===== config.mk =====
export PLATFORM = sky130hd
export DESIGN_NAME = mul_float_pipe
export DESIGN_NICKNAME = d
export VERILOG_FILES = /design/src/rtl/mul_float_pipe.sv
export SDC_FILE = /design/constraint.sdc
export NUM_CORES = 2
export LEC_CHECK = 0
export ABC_AREA = 1
export BUFFER_PORTS_ARGS = -buffer_cell sky130_fd_sc_hd__clkbuf_2
export CORE_MARGIN = 4
export CORE_UTILIZATION = 50
export CTS_BUF_LIST = sky130_fd_sc_hd__clkbuf_8
export DETAILED_ROUTE_END_ITERATION = 8
export GPL_ROUTABILITY_DRIVEN = 1
export PLACE_DENSITY = 0.67
export REMOVE_ABC_BUFFERS = 1
export SYNTH_ARGS = -nofsm -noshare
export SYNTH_HDL_FRONTEND = slang
export SYNTH_SLANG_ARGS = --single-unit

===== constraint.sdc =====
create_clock -name clk -period 6.8 [get_ports clk]
set_input_delay 1.36 -clock clk [delete_from_list [all_inputs] [get_ports clk]]
set_output_delay 1.36 -clock clk [all_outputs]
set_load 0.02 [all_outputs]

===== src/rtl/mul_float_pipe.sv =====
// rtl/mul_float_pipe.sv - three-stage pipelined floating-point multiplier with valid/ready flow control
// Ports: clk, rst (async, active-high)
//        in_valid/in_ready/op1/op2/in_tag    operand channel
//        out_valid/out_ready/out/out_tag     result channel
//        nan/overflow/underflow/zero/inexact result flags, aligned with out
module mul_float_pipe #(
    parameter int EXP_WIDTH  = 8,
    parameter int FRAC_WIDTH = 23,
    parameter int TAG_WIDTH  = 4
) (
    input  logic                          clk,
    input  logic                          rst,
    input  logic                          in_valid,
    output logic                          in_ready,
    input  logic [EXP_WIDTH+FRAC_WIDTH:0] op1,
    input  logic [EXP_WIDTH+FRAC_WIDTH:0] op2,
    input  logic [TAG_WIDTH-1:0]          in_tag,
    output logic                          out_valid,
    input  logic                          out_ready,
    output logic [EXP_WIDTH+FRAC_WIDTH:0] out,
    output logic [TAG_WIDTH-1:0]          out_tag,
    output logic                          nan,
    output logic                          overflow,
    output logic                          underflow,
    output logic                          zero,
    output logic                          inexact
);
    localparam int E  = EXP_WIDTH;
    localparam int F  = FRAC_WIDTH;
    localparam int W  = 1 + E + F;
    localparam int EW = E + 2;          // two guard bits; MSB is the sign of the exponent
    localparam int PW = 2 * F + 2;
    localparam logic [EW-1:0] BIAS = EW'((1 << (E - 1)) - 1);
    localparam logic [EW-1:0] EMAX = EW'((1 << E) - 1);
    localparam logic [W-1:0]  QNAN = {1'b0, {E{1'b1}}, 1'b1, {(F - 1){1'b0}}};

    // Whole pipeline freezes while the output register holds an unaccepted result.
    logic w_adv;
    assign w_adv    = ~(out_valid & ~out_ready);
    assign in_ready = w_adv;

    // Stage 1: unpack and classify
    logic [E-1:0]  w_ea, w_eb;
    logic [F-1:0]  w_fa, w_fb;
    logic          w_a_zero, w_b_zero, w_a_inf, w_b_inf, w_a_nan, w_b_nan;
    logic          w_s1_nan, w_s1_inf, w_s1_zero;
    logic [EW-1:0] w_esum;

    assign w_ea     = op1[F +: E];
    assign w_eb     = op2[F +: E];
    assign w_fa     = op1[F-1:0];
    assign w_fb     = op2[F-1:0];
    // exp == 0 covers both true zero and subnormals (flushed to zero)
    assign w_a_zero = (w_ea == '0);
    assign w_b_zero = (w_eb == '0);
    assign w_a_inf  = (&w_ea) & ~(|w_fa);
    assign w_b_inf  = (&w_eb) & ~(|w_fb);
    assign w_a_nan  = (&w_ea) & (|w_fa);
    assign w_b_nan  = (&w_eb) & (|w_fb);
    assign w_s1_nan = w_a_nan | w_b_nan | (w_a_inf & w_b_zero) | (w_b_inf & w_a_zero);
    assign w_s1_inf = ~w_s1_nan & (w_a_inf | w_b_inf);
    assign w_s1_zero = ~w_s1_nan & ~w_s1_inf & (w_a_zero | w_b_zero);
    assign w_esum   = EW'(w_ea) + EW'(w_eb) - BIAS;

    logic                 r1_valid, r1_sign, r1_nan, r1_inf, r1_zero;
    logic [EW-1:0]        r1_exp;
    logic [F:0]           r1_ma, r1_mb;
    logic [TAG_WIDTH-1:0] r1_tag;

    logic                 r2_valid, r2_sign, r2_nan, r2_inf, r2_zero;
    logic [EW-1:0]        r2_exp;
    logic [PW-1:0]        r2_prod;
    logic [TAG_WIDTH-1:0] r2_tag;

    logic                 r3_valid;
    logic [W-1:0]         r_out;
    logic [TAG_WIDTH-1:0] r_tag;
    logic                 r_nan, r_ovf, r_unf, r_zero, r_inex;

    // Stage 3: normalise, round, pack
    logic          w_top, w_guard, w_sticky, w_round, w_ovf, w_unf;
    logic [PW-1:0] w_norm;
    logic [F-1:0]  w_frac;
    logic [F:0]    w_frac_rnd;
    logic [EW-1:0] w_exp_fin;

    // Shift so the leading one always sits at the product MSB.
    assign w_top      = r2_prod[PW-1];
    assign w_norm     = w_top ? r2_prod : {r2_prod[PW-2:0], 1'b0};
    assign w_frac     = w_norm[PW-2 -: F];
    assign w_guard    = w_norm[F];
    assign w_sticky   = |w_norm[F-1:0];
    assign w_round    = w_guard & (w_sticky | w_frac[0]);
    // A carry out leaves the fraction field all zero, so only the exponent needs bumping.
    assign w_frac_rnd = {1'b0, w_frac} + {{F{1'b0}}, w_round};
    assign w_exp_fin  = r2_exp + EW'(w_top) + EW'(w_frac_rnd[F]);
    assign w_ovf      = ~w_exp_fin[EW-1] & (w_exp_fin >= EMAX);
    assign w_unf      = w_exp_fin[EW-1] | (w_exp_fin == '0);

    logic [W-1:0] w_res;
    logic         w_f_nan, w_f_ovf, w_f_unf, w_f_zero, w_f_inex;

    always_comb begin
        w_res    = {r2_sign, w_exp_fin[E-1:0], w_frac_rnd[F-1:0]};
        w_f_nan  = 1'b0;
        w_f_ovf  = 1'b0;
        w_f_unf  = 1'b0;
        w_f_zero = 1'b0;
        w_f_inex = w_guard | w_sticky;
        if (r2_nan) begin
            w_res    = QNAN;
            w_f_nan  = 1'b1;
            w_f_inex = 1'b0;
        end else if (r2_inf) begin
            w_res    = {r2_sign, {E{1'b1}}, {F{1'b0}}};
            w_f_inex = 1'b0;
        end else if (r2_zero) begin
            w_res    = {r2_sign, {(E + F){1'b0}}};
            w_f_zero = 1'b1;
            w_f_inex = 1'b0;
        end else if (w_ovf) begin
            w_res    = {r2_sign, {E{1'b1}}, {F{1'b0}}};
            w_f_ovf  = 1'b1;
            w_f_inex = 1'b1;
        end else if (w_unf) begin
            w_res    = {r2_sign, {(E + F){1'b0}}};
            w_f_unf  = 1'b1;
            w_f_zero = 1'b1;
            w_f_inex = 1'b1;
        end
    end

    always_ff @(posedge clk or posedge rst) begin
        if (rst) begin
            r1_valid <= 1'b0; r1_sign <= 1'b0; r1_nan <= 1'b0; r1_inf <= 1'b0; r1_zero <= 1'b0;
            r1_exp   <= '0;   r1_ma   <= '0;   r1_mb  <= '0;   r1_tag <= '0;
            r2_valid <= 1'b0; r2_sign <= 1'b0; r2_nan <= 1'b0; r2_inf <= 1'b0; r2_zero <= 1'b0;
            r2_exp   <= '0;   r2_prod <= '0;   r2_tag <= '0;
            r3_valid <= 1'b0; r_out   <= '0;   r_tag  <= '0;
            r_nan    <= 1'b0; r_ovf   <= 1'b0; r_unf  <= 1'b0; r_zero <= 1'b0; r_inex <= 1'b0;
        end else if (w_adv) begin
            r1_valid <= in_valid;
            r1_sign  <= op1[W-1] ^ op2[W-1];
            r1_nan   <= w_s1_nan;
            r1_inf   <= w_s1_inf;
            r1_zero  <= w_s1_zero;
            r1_exp   <= w_esum;
            r1_ma    <= {1'b1, w_fa};
            r1_mb    <= {1'b1, w_fb};
            r1_tag   <= in_tag;

            r2_valid <= r1_valid;
            r2_sign  <= r1_sign;
            r2_nan   <= r1_nan;
            r2_inf   <= r1_inf;
            r2_zero  <= r1_zero;
            r2_exp   <= r1_exp;
            r2_prod  <= PW'(r1_ma) * PW'(r1_mb);
            r2_tag   <= r1_tag;

            r3_valid <= r2_valid;
            r_out    <= w_res;
            r_tag    <= r2_tag;
            r_nan    <= w_f_nan;
            r_ovf    <= w_f_ovf;
            r_unf    <= w_f_unf;
            r_zero   <= w_f_zero;
            r_inex   <= w_f_inex;
        end
    end

    assign out_valid = r3_valid;
    assign out       = r_out;
    assign out_tag   = r_tag;
    assign nan       = r_nan;
    assign overflow  = r_ovf;
    assign underflow = r_unf;
    assign zero      = r_zero;
    assign inexact   = r_inex;
endmodule


* Word-level counts from Yosys, hierarchy flattened
Cells that the tools add are included.
W data, S select, Z words.
** Storage, ports and cells
- Output and inout bits :: 43
- Register bits :: 176
- Word-level logic and storage cells :: 92
** Cells by class
- Multipliers :: 1
- $add $sub $neg :: 5
- Muxes and demuxes :: 24
- Bitwise gates (word level) :: 28
- Reduce and logical (&&, ||, !) cells :: 8
- $lt $le $gt $ge :: 1
** Operators by type and width (number)
- $mux W31 :: 4
- $reduce_or A23 Y1 :: 3
- $mul A24 B24 Y48 :: 1
- $mux W47 :: 1
- $mux W32 :: 1
- $add A23 B1 Y24 :: 1
- $add A10 B1 Y10 :: 2
- $mux W1 :: 18
- $logic_not A8 Y1 :: 2
- $reduce_and A8 Y1 :: 2
- $and A1 B1 Y1 :: 12
- $ge A10 B8 Y1 const B :: 1
- $logic_not A10 Y1 :: 1
- $sub A9 B7 Y10 const B :: 1
- $add A8 B8 Y9 :: 1
- $or A1 B1 Y1 :: 8
- $not A1 Y1 :: 7
- $xor A1 B1 Y1 :: 1

* Longest topological paths before layout
- Depth in word-level cells :: 13
- Depth in mapped cells :: 31

* Worst setup path before layout
OpenSTA, ideal clock, no wires.
- Path type :: register -> register
- Start point :: reg r1_ma[13]
- End point :: reg r2_prod[19]
- Path slack :: 789 ps
- Required time :: 6718 ps
- Setup time :: 82 ps
- Stages on the path, launching flop included :: 26
- Data arrival time :: 5929 ps
- Cells stage by stage :: dfrtp_1 clkbuf_1 clkbuf_1 nand2_1 fa_1 inv_1 fa_1 inv_1 fa_1 inv_1 fa_1 inv_1 fa_1 inv_1 fa_1 inv_1 fa_1 inv_1 ha_1 nand2_1 nand2_1 a21oi_1 o21ai_0 o21bai_2 or2_2 a31oi_1
** On the way
- Word-level cells in the longest chain between the ends :: 1
** RTL lines
- from (decl) :: line 67 : logic [F:0] r1_ma, r1_mb;
- from (signal assigned) :: line 148 : r1_ma <= {1'b1, w_fa};
- $mul A24 B24 Y48 :: line 158 : r2_prod <= PW'(r1_ma) * PW'(r1_mb);
- to (signal assigned) :: line 158
- to (decl) :: line 72 : logic [PW-1:0] r2_prod;
Every way passes these cells.
A chain may end at the register's enable or synchronous reset.

* Worst setup path in the final report
- Start point :: reg r1_ma[10]
- End point :: reg r2_prod[23]
The elaborated chain is that of the path after synthesis.

==> results.md <==
* Status: completed
* Root Driver: clkbuf_8
* Slew Viols, Final at 0
* Startpoint types: flip-flop
* Via count at 23732
* Port Buffers at 114
* First-pass detailed-route iteration total at 6
* Maximum clock path buffer count at 2
* Sequential-to-total area share from yosys stat at 15.08%
* Layout cells sized above 1 at 8.919%
* Hold Vio Cnt, Final at 0
* Critical Path End Type: flip-flop
* Starting Density at 50.44%
* Clock transition at path regs at 0.15 ns
* Final Hold Slack at 0.4775 ns
* Final worst path period share at 96.41%
* Nets at 4704
* Hpwl dp at 64000 um
* RSZ-0062 raised after global routing: no
* Final setup violating endpoints at 0
* Mapped cell area at 29050 sq um
* Die area at 62010 sq um
* Type of the worst setup path: flip-flop to flip-flop
* Global Route Usage Sum at 25.46%
* Number of synthesized register bits at 175
* Cells after Synth at 3902
* Total global routing overflow at 0
* Rel. slew slack at 40.34%
* Hold-fix buffers, CTS at 0
* Async SR Flop Fraction at 100.0%
* Worst slew pin tran at 0.8949 ns
* Synth Warn # at 0
* CTS tree: yes
* WP data arrival at 6.97 ns
* Drt drc at 0
* Synth unique cells at 43
* Num ports at 115
* Post-synth top area share at 33.36%
* CP max stage cell: fa_1
* DRT antenna net count at 0
* Most numerous cell in the Yosys netlist: nand2_1
* Critical Path RT at 7.21 ns
* Placer Congestion at 0.9581
* Synth cell count leaders: 1171 x nand2_1, 1043 x inv_1, 484 x fa_1, 192 x ha_1, 175 x dfrtp_1
* Worst-path fanout max at 12
* Via density at 5.012
* Placement Rows at 88
* Horiz. Die Dim at 249.0 um
* Starting DRC count in detailed routing at 1675
* Vias in the first global route at 24474
* Initial antenna violation count at 1
* Post-synth top area cell: fa_1
* Number of synthesized flops with an enable pin at 0
* Worst Skew at 0.04214 ns
* Area contributors post-synth: fa_1 33%, nand2_1 15%, dfrtp_1 15%, inv_1 13%, ha_1 8.3%
* Largest net degree at the start of global routing at 191
* Final WL at 76390 um
* Synth-to-Final Area Change at 7.288%
* First-pass GRT wire length at 127600 um
* Syn avg cell area at 7.444 sq um
* Worst-Skew Late Latency at 0.56 ns
* WL/cell at 16.13 um
* Number of CTS-inserted buffers at 17
* Total clock sinks at 175
* Primary FF master, synth: dfrtp_1
* # Max-Cap Violations at 0
* Die height at 249.0 um
* Core area at 57590 sq um
* Worst min-delay path class: flip-flop to flip-flop
* Post-layout min period at 6.556 ns
* Buf+Inv Stages, Crit Path at 8
* Crit path cell chain: buf_4, nand2_1, inv_1, fa_1, inv_1, fa_1, inv_1, fa_1, fa_1, fa_1, fa_1, inv_1, fa_1, inv_1, ha_1, nand2_1, nor2_1, inv_1, nor2_1, inv_1, nor3_2, o21ai_0, nand3b_1, nand2_1
* Worst path max stage delay at 0.61 ns
* H-tree Lvls at 4
* Largest delay contributor family on the critical path: adder cells
* FMAX at 152.5 MHz
-- cell type report --
cell class	instances	area, sq um
fill	5614	26420
antenna	1	2.502
timing repair buffer	220	1429
multi-input combinational	2494	19960
sequential	175	4417
clock buffer	17	234.0
clock inverter	15	211.5
tap	765	957.2
inverter	1048	3950
-- final timing paths --
path,end,slack [ns],start,depth (start not counted)
min in group asynchronous,r2_prod[20]$_DFFE_PP0N_,0.86,rst,2
max in group asynchronous,r1_mb[6]$_DFFE_PP0N_,4.60,rst,3
min reg2reg,out_valid$_DFFE_PP0N_,0.48,r2_valid$_DFFE_PP0N_,1
min,out_valid$_DFFE_PP0N_,0.48,r2_valid$_DFFE_PP0N_,1
max reg2reg,r2_prod[23]$_DFFE_PP0N_,0.24,r1_ma[10]$_DFFE_PP0N_,24
max,r2_prod[23]$_DFFE_PP0N_,0.24,r1_ma[10]$_DFFE_PP0N_,24
-- registers in the layout, indices dropped and copies added (netlist names), 4 cells and up --
signal   count
r1_tag       4
r1_exp      10
out_tag      4
r1_mb       23
r1_ma       24
r2_prod     48
r2_tag       4
out         32
r2_exp      10
-- worst reg2reg max path: stages (launching register included) --
cell and delay [ns]:
dfrtp_2 0.56, buf_4 0.24, nand2_1 0.08, inv_1 0.06
fa_1 0.53, inv_1 0.05, fa_1 0.47, inv_1 0.05
fa_1 0.48, fa_1 0.61, fa_1 0.48, fa_1 0.51
inv_1 0.05, fa_1 0.47, inv_1 0.04, ha_1 0.35
nand2_1 0.13, nor2_1 0.18, inv_1 0.07, nor2_1 0.26
inv_1 0.11, nor3_2 0.21, o21ai_0 0.20, nand3b_1 0.15
nand2_1 0.07
-- cells by family after synthesis --
kind of cell / share of synthesized area (%)
xor gates and xnor gates: 0.8702
AOI/OAI and AO/OA: 4.769
buffers and inverters: 16.24
adders and majority gates: 41.63
and+or+nand+nor: 21.42
DFF: 15.08
-- cell usage in the layout (no fill, tap or decap), drive strengths merged --
cell type  Yosys  layout
a211oi         1       1
a21o           1       1
a21oi         59      59
a221oi         1       1
a31oi          4       4
buf           16     106
clkbuf       169     131
clkinv         1       6
dfrtp        175     175
diode          0       1
fa           484     484
ha           192     192
inv         1047    1057
nand2       1190    1190
nand3         94      94
nand3b        14      14
nand4         37      37
nor2         164     164
nor3          19      19
nor4           5       5
o21a           1       1
o21ai        179     179
o21bai        10      10
o22ai          1       1
or2           10      10
xnor2         14      14
xor2          14      14
-- per-stage QoR --
stage	util, %	worst slack [ns]	instance area, sq um	TNS [ns]	instances
3_5_place_dp	53.24	0.03391	30660	0	4700
3_3_place_gp	53.24	0.04131	30660	0	4700
2_1_floorplan	-	-5.488	28270	-486.16	3717
6_report	54.12	0.2439	31160	0	4735
5_1_grt	54.12	0.01314	31160	0	4735
4_1_cts	54.01	0.003139	31100	0	4732
-- per-layer routing --
metal | vias up | track usage (%) | share of wire, %
li1 | 11323 | - | -
met1 | 11525 | 34.75 | 43
met2 | 733 | 42.60 | 47
met3 | 151 | 3.414 | 6.0
met4 | 0 | 8.001 | 3.4
met5 | - | 0 | 0
-- what timing repair did --
action,4_1_cts,5_1_grt
gates resized for setup,0,31
buffers inserted,0,2
endpoints found under the setup margin,0,21
Power is left out: the tool's default activity adds up to more than one toggle a clock period on the data nets, which glitch-free logic cannot reach.
